## src/rtl/map_read_arbiter_pkg.sv

```systemverilog
// Shared types for the map BRAM read arbiter: map address/cell types, requester
// id and the per-read tag that travels alongside the BRAM latency.
package map_arb_pkg;

  localparam int MAP_N          = 24;
  localparam int MAP_DATA_WIDTH = 4;
  localparam int MAX_REQ        = 8;

  function automatic int map_addr_w(input int n);
    return (n * n > 1) ? $clog2(n * n) : 1;
  endfunction

  localparam int MAP_ADDR_W = map_addr_w(MAP_N);
  // Id field is sized for the largest supported requester count so one tag
  // layout serves every NUM_REQ configuration.
  localparam int REQ_ID_W   = $clog2(MAX_REQ);

  typedef logic [MAP_ADDR_W-1:0]     map_addr_t;
  typedef logic [MAP_DATA_WIDTH-1:0] map_cell_t;
  typedef logic [REQ_ID_W-1:0]       req_id_t;

  typedef struct packed {
    logic    valid;
    req_id_t id;
    logic    oob;
  } rd_tag_t;

endpackage

```

## src/rtl/map_read_arbiter_rr_pick.sv

```systemverilog
// Combinational round-robin picker: first eligible requester at or after
// last_grant+1, wrapping modulo NUM_REQ.
module rr_pick #(
  parameter int NUM_REQ = 2,
  parameter int ID_W    = 1
) (
  input  logic [NUM_REQ-1:0] eligible,
  input  logic [ID_W-1:0]    last_grant,
  output logic               found,
  output logic [ID_W-1:0]    idx
);

  always_comb begin
    logic [ID_W-1:0] cand;
    found = 1'b0;
    idx   = '0;
    cand  = '0;
    // k = NUM_REQ lands back on last_grant, so it is considered last.
    for (int k = 1; k <= NUM_REQ; k++) begin
      cand = ID_W'((int'(last_grant) + k) % NUM_REQ);
      if (!found && eligible[cand]) begin
        found = 1'b1;
        idx   = cand;
      end
    end
  end

endmodule

```

## src/rtl/map_read_arbiter.sv

```systemverilog
// Round-robin arbiter sharing one registered-output map BRAM between several
// DDA FSMs; each read is tagged with its owner and returned as a one-cycle pulse.
module map_read_arbiter
  import map_arb_pkg::*;
#(
  parameter  int NUM_REQ      = 2,
  parameter  int N            = 24,
  parameter  int DATA_WIDTH   = 4,
  parameter  int READ_LATENCY = 2,
  localparam int ADDR_W       = map_addr_w(N)
) (
  input  logic                           pixel_clk_in,
  input  logic                           rst_n_in,
  input  logic [NUM_REQ-1:0]             req_in,
  input  logic [NUM_REQ-1:0][ADDR_W-1:0] addr_in,
  output logic [NUM_REQ-1:0]             data_valid_out,
  output logic [DATA_WIDTH-1:0]          data_out,
  output logic [ADDR_W-1:0]              bram_addr_out,
  input  logic [DATA_WIDTH-1:0]          bram_data_in,
  output logic [NUM_REQ-1:0]             grant_out,
  output logic                           busy_out
);

  localparam int              ID_W  = (NUM_REQ > 1) ? $clog2(NUM_REQ) : 1;
  localparam logic [ADDR_W:0] DEPTH = (ADDR_W + 1)'(N * N);

  logic [NUM_REQ-1:0] pending;
  logic [NUM_REQ-1:0] eligible;
  logic [ID_W-1:0]    last_grant;
  logic [ID_W-1:0]    pick_idx;
  logic               pick_found;
  logic               pick_oob;
  logic [NUM_REQ-1:0] grant_oh;
  logic [NUM_REQ-1:0] tail_oh;
  rd_tag_t            tag_pipe [READ_LATENCY:0];

  // A requester with a read in flight is ignored until its pulse has gone.
  assign eligible = req_in & ~pending;

  rr_pick #(
    .NUM_REQ    (NUM_REQ),
    .ID_W       (ID_W)
  ) u_pick (
    .eligible   (eligible),
    .last_grant (last_grant),
    .found      (pick_found),
    .idx        (pick_idx)
  );

  assign pick_oob = {1'b0, addr_in[pick_idx]} >= DEPTH;
  assign grant_oh = NUM_REQ'(1) << pick_idx;
  assign tail_oh  = NUM_REQ'(1) << tag_pipe[READ_LATENCY].id;
  assign busy_out = |pending;

  always_ff @(posedge pixel_clk_in or negedge rst_n_in) begin
    if (!rst_n_in) begin
      grant_out      <= '0;
      bram_addr_out  <= '0;
      pending        <= '0;
      last_grant     <= ID_W'(NUM_REQ - 1);
      data_valid_out <= '0;
      data_out       <= '0;
      for (int s = 0; s <= READ_LATENCY; s++) tag_pipe[s] <= '0;
    end else begin
      tag_pipe[0] <= '{valid: pick_found, id: req_id_t'(pick_idx), oob: pick_oob};
      for (int s = 1; s <= READ_LATENCY; s++) tag_pipe[s] <= tag_pipe[s-1];

      grant_out <= pick_found ? grant_oh : '0;
      if (pick_found) begin
        bram_addr_out <= addr_in[pick_idx];
        last_grant    <= pick_idx;
      end

      // Clearing on the pulse edge and setting on grant never hit the same
      // bit: a pending requester is not eligible.
      pending <= (pending & ~data_valid_out) | (pick_found ? grant_oh : '0);

      // Tail tag lines up with bram_data_in for the same read.
      if (tag_pipe[READ_LATENCY].valid) begin
        data_valid_out <= tail_oh;
        data_out       <= tag_pipe[READ_LATENCY].oob ? '0 : bram_data_in;
      end else begin
        data_valid_out <= '0;
      end
    end
  end

endmodule

```

## config.mk

```make
export PLATFORM = sky130hd
export DESIGN_NAME = map_read_arbiter
export DESIGN_NICKNAME = d
export VERILOG_FILES = /design/src/rtl/map_read_arbiter_pkg.sv /design/src/rtl/map_read_arbiter_rr_pick.sv /design/src/rtl/map_read_arbiter.sv
export SDC_FILE = /design/constraint.sdc
export NUM_CORES = 1
export LEC_CHECK = 0
export CAP_MARGIN = 20
export CORE_MARGIN = 2
export CORE_UTILIZATION = 37
export DETAILED_ROUTE_END_ITERATION = 10
export GPL_TIMING_DRIVEN = 0
export PLACE_DENSITY = 0.81
export RECOVER_POWER = 25
export REMOVE_ABC_BUFFERS = 1
export SLEW_MARGIN = 0
export SYNTH_ARGS = -nofsm -noshare
export SYNTH_HDL_FRONTEND = slang
export SYNTH_HIERARCHICAL = 1
export SYNTH_SLANG_ARGS = --single-unit
```

## constraint.sdc

```tcl
create_clock -name pixel_clk_in -period 1.6 [get_ports pixel_clk_in]
set_clock_uncertainty 0.1 [all_clocks]
set_input_delay 0.24 -clock pixel_clk_in [delete_from_list [all_inputs] [get_ports pixel_clk_in]]
set_output_delay 0.24 -clock pixel_clk_in [all_outputs]
set_load 0.02 [all_outputs]
```

==> results of run 1 <==
## worst register-to-register path, delay by kind of cell, from the launching register on
| kind | cells | cell delay [ps] |
|---|---|---|
| buf+inv | 1 | 160 |
| simple gates | 2 | 330 |
| compound gates | 2 | 370 |
| flops | 1 | 410 |
## layout make-up
class,instances,area [um^2]
Fill cell,238,1130
Sequential cell,30,752
Timing Repair Buffer,49,487
Multi-Input combinational cell,53,339
Clock buffer,8,58.8
Tap cell,31,38.8
Inverter,7,26.3
## per-layer routing
layer | vias to the layer above | wire, um | share of wire [%] | track usage (%)
li1 | 419 | - | - | -
met1 | 409 | 927 | 40 | 15.5
met2 | 41 | 1200 | 51 | 28.4
met3 | 3 | 183 | 7.8 | 6.99
met4 | 0 | 21 | 0.90 | 4.87
met5 | - | 0 | 0 | 0
## path summary, 6_finish.rpt
kind	startpoint	endpoint	slack [ps]	depth (start not counted)
setup / recovery	pending[1]	busy_out	100	3
hold / removal	tag_pipe[9]	tag_pipe[14]	240	0
setup reg to reg	pending[1]	pending[0]	140	5
hold reg to reg	tag_pipe[9]	tag_pipe[14]	240	0
max in group asynchronous	rst_n_in	bram_addr_out[9]	560	2
min in group asynchronous	rst_n_in	pending[0]	310	1
## power breakdown
part / leakage [nW] / internal (mW) / switching, mW
registers: 0.360 / 1.08 / 0.159
clock network: 0.0326 / 0.217 / 0.233
logic: 0.402 / 0.501 / 0.657
total: 0.794 / 1.79 / 1.05
## cells in the mapped netlist (all sizes together)
library cell | number | share of area [%]
nor2 | 11 | 3.7
inv | 7 | 2.3
dfstp | 1 | 2.3
or2 | 1 | 0.56
mux2i | 9 | 8.0
a22o | 2 | 1.6
nand3b | 2 | 1.3
and2b | 1 | 0.67
nor2b | 3 | 1.7
buf | 3 | 1.9
o21bai | 1 | 0.67
nor3 | 2 | 0.89
nand2 | 3 | 1.0
o22ai | 1 | 0.56
a31oi | 1 | 0.56
o21ai | 4 | 1.8
nand2b | 1 | 0.56
a21oi | 9 | 4.0
and2 | 1 | 0.56
a21boi | 1 | 0.67
dfrtp | 29 | 65
## stage by stage
step / power [mW] / hold WS (ps) / cells / worst slack (ps)
after floorplan: 1.88 / -156 / 90 / -348
after global placement: 2.46 / 233 / 167 / -1010
after detailed placement: 2.53 / 235 / 169 / -804
after CTS: 2.86 / 242 / 178 / 9.89
after global routing: 3.03 / 243 / 178 / 29.0
final: 2.84 / 243 / 178 / 104
## timing repair
| action | CTS | global route |
|---|---|---|
| gates cloned | 0 | 0 |
| setup endpoints to repair | 35 | 8 |
| buffers inserted | 1 | 0 |
| resized for setup | 21 | 3 |
| pin swaps | 0 | 0 |
| endpoints found under the hold margin | 0 | 0 |
## cell families (layout without fill, tap and decap cells)
group,Yosys count,count (layout),share of synthesized area (%)
mux,9,9,8.03
flops,30,30,67.0
simple gates,25,25,10.9
compound gates,19,19,9.81
buf+inv,10,64,4.24
## flip-flops by register name (all words and copies together) (netlist names)
register	flops
tag_pipe	9
bram_addr_out	10
last_grant	1
data_valid_out	2
pending	2
grant_out	2
data_out	4
==> out/qor.csv, run 1 <==
metric,value,unit
grt_overflow_total,0,
cts_tree,built,
post_dr_vias_cell,4.90,
min_period_over_period,93.5,%
cts_inserted_buffers,5,
ys_seq_elements,30,
max_freq,0.668,GHz
layout_common_cells,"dfrtp_1, clkdlybuf4s50_1, dlygate4sd2_1",
antenna_cell_count,0,
design_area,1700,um^2
wire_length_of_the_first_global_routing_pass,3880,um
total_routing_usage_reported_by_global_routing,15.5,%
category_of_cells_accounting_for_the_largest_share_of_critical_path_delay,flip-flops,
critical_path.cell_chain,inv_1 -> nand2_1 -> dlygate4sd2_1,
cts_hold_repair_buffers,0,
synth_area,1120,um^2
cp_slowest_stage_delay,410,ps
num-nets-final,174,
setup_violations,0,
run_status,finished clean,
layout_commonest_cell,dfrtp_1,
grt_antenna_before_repair,0,
cpMaxStageDelayCell,dfrtp_1,
required_time_of_the_worst_setup_path,1260,ps
period_needed,1500,ps
synth_cell_type_count,22,
total_leakage_power,0.794,nW
io_pins,47,
grt_pass1_vias,918,
grt_max_degree,25,
chipHeight,59.1,um
maxCapViolCount,0,
routedWlPerCell,13.1,um
num_vias,872,
library_cell_used_as_clock_root_buffer,clkbuf_4,
crit_type,flip-flop to primary output,
postLayoutCoreUtil,60.2,%
hold_class,flip-flop to flip-flop,
die-area,3490,um^2
cellPowerDensity,1670,nW/um^2
detailed_placement_hpwl,1780,um
core_region_area,2830,um^2
grt_setup_unrepaired,false,
critical_path.max_fanout,2,
yosys_warnings,6,
detail_route.wirelength,2330,um
clk_latency,310,ps
synth-seq-area-share,67.0,%
placement.cell_area,1640,um^2
clock_path_buffers,2,
critical_path_launch_point_type,flip-flop,
drive_gt1_share,8.84,%
drc_violation_count_after_routing,0,
drtAntennaViolNets,0,
die_width,59.1,um
final_hold_vio_count,0,
setup-tns-final,0,ps
worst_setup_hold_path_clk_slew,90,ps
max_slew_margin,52.1,%
crit_buf_inv,2,
setup.worst_path.end_class,primary output,
irDropWorstVdd,0.000733,V
syn2layout_area_growth,51.6,%
maxSlewViolCount,0,
synth.avg_cell_area,12.1,um^2
cts_htree_levels,2,
gpl.final_weighted_congestion,0.731,
worst-endpoint-arrival,1160,ps
worst-slew-pin-transition,717,ps
cts.sinks,30,
dr.first_iter.drc_count,26,
cells_after_synthesis,93,
floorplan.initialDensity,39.7,%
io_buffer_count,46,
fp-row-count,19,
detail_route.first_pass.iterations,6,
Power figures use the tool's default switching activity.
==> run 2, diff against run 1 <==
CORE_UTILIZATION = 39   (was 37)
CTS_BUF_LIST = sky130_fd_sc_hd__clkbuf_4   (was default)
PLACE_DENSITY = 0.84   (was 0.81)
RECOVER_POWER = 50   (was 25)
==> run 2 against run 1 <==
  * Final cell count unchanged
  * Wire length is 0.81% lower
  * Global-route usage rose by 0.37 points
  * Critical path depth stayed put
  * Sequential power is essentially flat
  * Total power fell by 0.79%
  * Worst hold slack worse by 51 ps
  * Flip-flop and latch count unchanged
  * Critical path type unchanged
  * Largest cell class unchanged
==> out/qor.csv, run 2 (same netlist as run 1, synthesis figures left out) <==
metric,value,unit,change
grt_max_degree,25,,unchanged
design_area,1670,um^2,-1.8%
core_region_area,2730,um^2,-3.4%
num-nets-final,174,,unchanged
floorplan.initialDensity,41.1,%,+1.4 points
numPlacedInstances,169,,unchanged
regToRegSetupSlack,140,ps,about the same
reg.largest.list,"bram_addr_out x10, tag_pipe x9, data_out x4",,
postLayoutCoreUtil,61.1,%,+0.99 points
cts_tree,built,,
clk_latency,320,ps,about the same
critical_path.max_fanout,2,,unchanged
io_pins,47,,unchanged
grt_antenna_before_repair,0,,unchanged
worst_setup_hold_path_clk_slew,90,ps,about the same
drc_violation_count_after_routing,0,,unchanged
grt_setup_unrepaired,false,,
maxCapViolCount,0,,unchanged
cts_inserted_buffers,5,,unchanged
chipHeight,57.6,um,-2.4%
worstReg2RegEnd,bram_addr_out[8],,
cts_htree_levels,2,,unchanged
maxSlewViolCount,0,,unchanged
required_time_of_the_worst_setup_path,1260,ps,about the same
grt_pass1_vias,913,,-0.54%
registers.top_by_ff_count,bram_addr_out,,
routedWlPerCell,13.0,um,-0.81%
pwr-share-clk,15.1,%,-0.7 points
io_buffer_count,46,,unchanged
post_dr_vias_cell,4.82,,-1.6%
run_status,finished clean,,
layout_commonest_cell,dfrtp_1,,
die_width,57.6,um,-2.4%
crit_type,flip-flop to primary output,,
layout_common_cells,"dfrtp_1, clkdlybuf4s50_1, dlygate4sd2_1",,
clock_path_buffers,2,,unchanged
drtAntennaViolNets,0,,unchanged
max_freq,0.675,GHz,+0.99%
max_slew_margin,67.4,%,+15 points
setup_violations,0,,unchanged
antenna_cell_count,0,,unchanged
worst-slew-pin-transition,488,ps,-228 ps
period_needed,1480,ps,-14.7 ps
hold_class,input pin to asynchronous set/reset pin,,
cts_hold_repair_buffers,0,,unchanged
switching_power_as_a_share_of_total_power,37.9,%,+1.0 points
setup.worst_path.end_class,primary output,,
total_switching_power,1.07,mW,+2.0%
critical_path_launch_point_type,flip-flop,,
detailed_placement_hpwl,1780,um,about the same
gpl.final_weighted_congestion,0.660,,-9.8%
dr.first_iter.drc_count,8,,-69%
cp_slowest_stage_delay,390,ps,-20 ps
timing.reg2reg.worst_path_depth,5,,unchanged
cpMaxStageDelayCell,dfrtp_1,,
die-area,3320,um^2,-4.8%
number_of_flip_flops_in_the_largest_register,10,,unchanged
placement.cell_area,1640,um^2,-0.23%
cellPowerDensity,1690,nW/um^2,+1.0%
final_hold_vio_count,0,,unchanged
cell_internal_pwr,1.75,mW,-2.4%
fp-row-count,19,,unchanged
fin_cells,178,,unchanged
detail_route.wirelength,2320,um,-0.81%
total_leakage_power,0.786,nW,-1.0%
critical_path.cell_chain,inv_1 -> nand2_1 -> dlygate4sd2_1,,
drive_gt1_share,8.84,%,unchanged
syn2layout_area_growth,48.9,%,
wire_length_of_the_first_global_routing_pass,3840,um,-1.1%
irDropWorstVdd,0.000966,V,+32%
worst-endpoint-arrival,1140,ps,-20 ps
detail_route.first_pass.iterations,4,,-2
grt_overflow_total,0,,unchanged
total_routing_usage_reported_by_global_routing,15.9,%,+0.37 points
num_vias,858,,-1.6%
cts.sinks,30,,unchanged
worstReg2RegStart,pending[1],,
sequentialPowerShare,43.9,%,+0.4 points
library_cell_used_as_clock_root_buffer,clkbuf_4,,
min_period_over_period,92.6,%,-0.92 points
portion_of_total_power_attributed_to_combinational_logic,41.0,%,+0.3 points
run 2: cell types whose count changed in the layout (fill, tap and decap cells not counted), sizes merged:
cell and change:
clkinv +2, buf -1, clkbuf -1
run 2: through the flow:
step | setup WS [ps] | TNS, ps | power [mW] | hold slack [ps]
2_1_floorplan | -348 | -4160 | 1.88 | -156
3_3_place_gp | -957 | -22500 | 2.47 | 234
3_5_place_dp | -503 | -7060 | 2.55 | 236
4_1_cts | 1.68 | 0 | 2.85 | 167
5_1_grt | 35.3 | 0 | 3.03 | 185
6_report | 118 | 0 | 2.82 | 192
run 2: critical path, delay by kind of cell (launching register included):
| kind | cells | cell delay (ps) |
|---|---|---|
| DFF | 1 | 390 |
| buffers and inverters | 2 | 380 |
| and+or+nand+nor | 1 | 50 |
run 2: power groups by stage:
stage	logic [mW]	clock network, mW	registers [mW]
global route	1.27	0.484	1.28
finish	1.16	0.426	1.24
floorplan	0.405	0	1.48
global placement	1.23	0	1.23
CTS	1.16	0.449	1.24
detailed placement	1.29	0	1.26
run 2: how the worst max path moves through the flow:
stage	from	end	depth (start not counted)
2_1_floorplan	pending[1]	pending[0]	4
3_3_place_gp	req_in[1]	pending[0]	5
3_5_place_dp	req_in[1]	bram_addr_out[8]	6
4_1_cts	grant_out[1]	grant_out[1]	1
5_1_grt	pending[1]	busy_out	3
6_report	pending[1]	busy_out	3
run 2: final cells by class:
cell class / count / area [um^2]
fill: 239 / 1060
sequential: 30 / 752
timing repair buffer: 49 / 464
multi-input combinational: 53 / 337
clock buffer: 6 / 45.0
tap: 31 / 38.8
inverter: 7 / 26.3
clock inverter: 2 / 8.76
run 2: routing by layer:
| metal | track usage (%) | up-vias | wire length [um] |
|---|---|---|---|
| li1 | - | 413 | - |
| met1 | 16.0 | 404 | 826 |
| met3 | 8.48 | 2 | 251 |
| met2 | 27.1 | 39 | 1230 |
| met4 | 6.98 | 0 | 8 |
| met5 | 0 | - | 0 |
run 2: what timing repair did:
item | CTS | global route
setup endpoints to repair | 30 | 13
resized for setup | 21 | 3
pin swaps | 0 | 0
setup buffers | 0 | 1
